**config.mk**
```make
export PLATFORM = sky130hd
export DESIGN_NAME = bus_array_arbiter
export DESIGN_NICKNAME = d
export VERILOG_FILES = /design/src/rtl/bus_array_arbiter.sv
export SDC_FILE = /design/constraint.sdc
export NUM_CORES = 1
export LEC_CHECK = 0
export CORE_AREA = 10 10 66 90
export DETAILED_ROUTE_END_ITERATION = 16
export DIE_AREA = 0 0 76 100
export PLACE_DENSITY_LB_ADDON = 0.3
export SETUP_SLACK_MARGIN = 0.5
export SYNTH_ARGS = -nofsm -noshare
export SYNTH_HDL_FRONTEND = slang
export SYNTH_SLANG_ARGS = --single-unit
```
**constraint.sdc**
```tcl
create_clock -name clk -period 5.2 [get_ports clk]
set_input_delay 1.04 -clock clk [delete_from_list [all_inputs] [get_ports clk]]
set_output_delay 1.04 -clock clk [all_outputs]
set_load 0.005 [all_outputs]
```
**src/rtl/bus_array_arbiter.sv**
```systemverilog
// bus_array_arbiter: four requesters write into a 4-entry register array.
// A round-robin pointer picks one writer per cycle. Clear and reset
// zero the array, and any write is acknowledged with a one-cycle ack pulse.
module bus_array_arbiter #(
    parameter int unsigned WIDTH = 4
) (
    input  logic               clk,
    input  logic               rst,
    input  logic               clear,
    input  logic [3:0]         req,
    input  logic [7:0]         waddr,
    input  logic [4*WIDTH-1:0] wdata,
    output logic [3:0]         ack,
    output logic [3:0]         valid,
    output logic [WIDTH-1:0]   res0,
    output logic [WIDTH-1:0]   res1,
    output logic [WIDTH-1:0]   res2,
    output logic [WIDTH-1:0]   res3
);

    localparam int unsigned NREQ = 4;

    logic [WIDTH-1:0] entry [NREQ];
    logic [1:0]       ptr;

    logic [3:0]       elig_c;
    logic             grant_c;
    logic [1:0]       winner_c;
    logic [1:0]       idx_c;
    logic [1:0]       wsel_c;
    logic [WIDTH-1:0] wval_c;

    // Round-robin search from ptr; a requester being acked this cycle is skipped
    always_comb begin
        elig_c   = req & ~ack;
        grant_c  = 1'b0;
        winner_c = ptr;
        idx_c    = ptr;
        // Walk from the farthest offset down so the nearest eligible requester wins
        for (int k = int'(NREQ) - 1; k >= 0; k--) begin
            idx_c = ptr + 2'(k);
            if (elig_c[idx_c]) begin
                grant_c  = 1'b1;
                winner_c = idx_c;
            end
        end
        wsel_c = waddr[{winner_c, 1'b0} +: 2];
        wval_c = wdata[WIDTH * 32'(winner_c) +: WIDTH];
    end

    // Array, valid flags, ack pulse and pointer update
    always_ff @(posedge clk or posedge rst) begin
        if (rst) begin
            for (int i = 0; i < int'(NREQ); i++) entry[i] <= '0;
            valid <= '0;
            ack   <= '0;
            ptr   <= '0;
        end else if (clear) begin
            for (int i = 0; i < int'(NREQ); i++) entry[i] <= '0;
            valid <= '0;
            ack   <= '0;
        end else if (grant_c) begin
            entry[wsel_c] <= wval_c;
            valid[wsel_c] <= 1'b1;
            ack           <= 4'(1) << winner_c;
            ptr           <= winner_c + 2'd1;
        end else begin
            ack <= '0;
        end
    end

    assign res0 = entry[0];
    assign res1 = entry[1];
    assign res2 = entry[2];
    assign res3 = entry[3];

endmodule

```
==> metrics.md <==
| Metric | Value |
|---|---|
| Avg Inst Size Synth | `11.2 sq um` |
| Die area | `between 0.007 and 0.008 sq mm` |
| Seq cells post-synth | `26` |
| CORE AREA | `around 0.0044 sq mm` |
| Synth cell types | `31` |
| Achievable frequency | `278 MHz` |
| First-pass GRT wire length | `7.20 mm` |
| Share of layout cells above drive strength 1 | `8.06%` |
| Leakage | `0.960 nW` |
| H-tree levels | `1` |
| Setup bufs post-CTS | `0` |
| Final setup violating endpoints | `0` |
| Final WL | `4.25 mm` |
| Yosys warns | `0` |
| Vias in the first global route | `~1400` |
| Nets | `222` |
| Avg Vias per Cell | `4.88` |
| Drt pass-1 iters | `4` |
| Worst path arrival time | `roughly 3800 ps` |
| Clock-pin slew on the worst setup and hold paths | `roughly 90 ps` |
| Initial antenna violation count | `0` |
| Min setup slack post-route | `1610 ps` |
| Hold Buf Count CTS | `0` |
| GRT overflow | `0` |
| Final GP Congestion | `0.811` |
| DIE HEIGHT | `approximately 100 um` |
| Num CTS Buffers | `3` |
| FF-to-FF Start | `ptr[0]$_DFFE_PP0P_` |
| Crit path from | `req[2]` |
| Antenna viol nets, final | `0` |
| HPWL after DPL | `3.34 mm` |
| Syn-to-layout area delta | `46.2%` |
| TritonCTS clock tree | `built` |
| Mapped Cells | `131` |
| Final worst-path cycle share | `69.1%` |
| Slew @ Worst Pin | `1080 ps` |
| Slew Viols, Final | `0` |
| Row cnt | `29` |
| CTS Sinks | `26` |
| Filler cells | `around 420` |
| Max Buffers Root-to-Sink | `2` |
| Hold Crit Start | `valid[2]$_DFFE_PP0P_` |
| Layout Skew | `7.35 ps` |
| Largest net degree at the start of global routing | `27` |
| Starting DRT DRC Count | `40` |
| Overall routing resource usage | `a little under an eighth` |
| P per Cell Area | `approximately 540 mW/mm^2` |
| RSZ-0062 raised after global routing | `false` |
| Sequential share of the synthesized area | `between 40 and 50%` |
| Crit. End Element | `flop` |
| Total number of vias | `1210` |
| Wire length per cell | `approximately 17 um` |
| N_diodes | `0` |
| IO Count | `55` |
| Post-Syn Area | `0.00147 sq mm` |
| Hold Crit Class | `flop to flop` |
| Total power | `0.00116 W` |
| Tmin final | `3590 ps` |
| I/O Buffers | `54` |
| Die extent in x | `76 um` |
| CP Class | `input pin to flop` |
| Peak supply drop | `around 0.00031 V` |
| Required time of the critical path | `around 5400 ps` |
| Max_slew headroom | `27.5%` |
| CTS Root Cell | `clkbuf_8` |
| CP startpoint kind | `input pin` |
| Worst-Skew Late Latency | `270 ps` |
| Final hold viol count | `0` |
| Setup WS pre-CTS | `1340 ps` |
| Max cap viols | `0` |
| Final setup TNS | `0 ps` |
| Syn nets | `between 150 and 200` |
| Post-cts gate resize count | `0` |
| Placed cell areas | `0.00207 sq mm` |
| Critical Path Fanout Max | `14` |
| Fin area | `0.00214 sq mm` |
| Status | `complete, no violations` |
| Initial core utilization | `33.4%` |
| DRC viols | `0` |
==> cells in the mapped netlist (all sizes together) <==
cell    instances  area share [%]
dfrtp          26              44
a221o           4             2.7
or4             1            0.51
and2            4             1.7
o21ba           2             1.4
mux2i          26              18
nand2           6             1.5
inv             7             1.8
a31o            1             1.2
nor2            2            0.51
nor3            2             2.2
buf             1            0.34
o21a            1            0.51
ha              4             3.4
mux2            1            0.77
a211oi          2             1.0
nand3           3             1.7
o21ai           3             1.3
nand2b         18             7.7
clkbuf          2            0.51
nor2b           4             2.2
o311ai          1            0.60
a21oi           6             2.0
nor3b           2             1.0
nor4            1            0.43
or3             1            0.43
==> metal layers <==
metal / track usage, % / share of wire [%] / vias up
met1: 13.9 / 44 / 574
met3: 3.04 / 6.5 / 8
met5: 0 / 0 / -
met2: 18.4 / 48 / 57
met4: 4.68 / 2.0 / 0
li1: - / - / 571
==> worst max-delay path, stage by stage <==
cell	delay, ps
clkdlybuf4s50_1	470
nor2b_1	300
a211oi_1	150
o21ai_2	630
inv_2	220
mux2_2	370
nor3_4	350
mux2i_1	240
==> cell families after synthesis <==
kind of cell | Yosys count | synth area share [%]
AND/OR/NAND/NOR | 44 | 20.0
adder cells (fa/ha/maj) | 4 | 3.42
multiplexers | 27 | 18.8
buffers and inverters | 10 | 2.65
AO/OA/AOI/OAI | 20 | 10.8
flip-flops | 26 | 44.4
==> stage by stage <==
stage | hold WS, ps | cells | util, %
global route | 556 | 248 | 48.8
finish | 511 | 248 | 48.8
floorplan | 496 | 131 | -
global placement | 492 | 244 | 47.2
detailed placement | 492 | 244 | 47.2
CTS | 518 | 248 | 48.8
==> power by group <==
part	total, W	leakage (nW)	internal, W	switching (W)
Combinational	0.000640	0.576	0.000335	0.000305
Sequential	0.000352	0.348	0.000291	0.0000612
Clock	0.000169	0.0357	0.000103	0.0000662
Total	0.00116	0.960	0.000729	0.000432
==> final cells by class <==
| class | count | area, sq um | share of cell area [%] |
|---|---|---|---|
| multi-input combinational | 95 | 776 | 36.2 |
| inverter | 7 | 26.3 | 1.23 |
| timing repair buffer | 54 | 541 | 25.2 |
| clock inverter | 1 | 30.0 | 1.40 |
| sequential | 26 | 651 | 30.4 |
| clock buffer | 3 | 41.3 | 1.93 |
| tap | 62 | 77.6 | 3.62 |
==> state kept, by name, indices dropped and copies added, names as in the netlist <==
name,flops
ack,4
res0,4
res1,4
res2,4
res3,4
valid,4
ptr,2
==> cells in the final DEF (no fill, tap or decap), types with 2 or more instances in the layout <==
cell,instances
nor2_1,2
inv_2,2
inv_1,5
a211oi_1,2
nand2_1,6
ha_1,4
o21ai_0,2
nand2b_1,18
mux2i_1,25
o21ba_1,2
nor3_4,2
nor2b_1,3
clkbuf_8,3
a21oi_1,6
clkdlybuf4s50_1,54
nor3b_1,2
dfrtp_1,26
and2_1,4
nand3_2,2
a221o_1,4
==> final timing paths <==
path                                              to  slack (ps)  depth (start not counted)
max in group asynchronous       valid[2]$_DFFE_PP0P_        3280                          2
worst max-delay path             res2[3]$_DFFE_PP0P_        1610                          8
worst min-delay path            valid[2]$_DFFE_PP0P_         510                          1
worst max register to register   res2[3]$_DFFE_PP0P_        2470                          7
min in group asynchronous        res3[2]$_DFFE_PP0P_        1300                          2
worst min register to register  valid[2]$_DFFE_PP0P_         510                          1
Power figures use the tool's default switching activity.
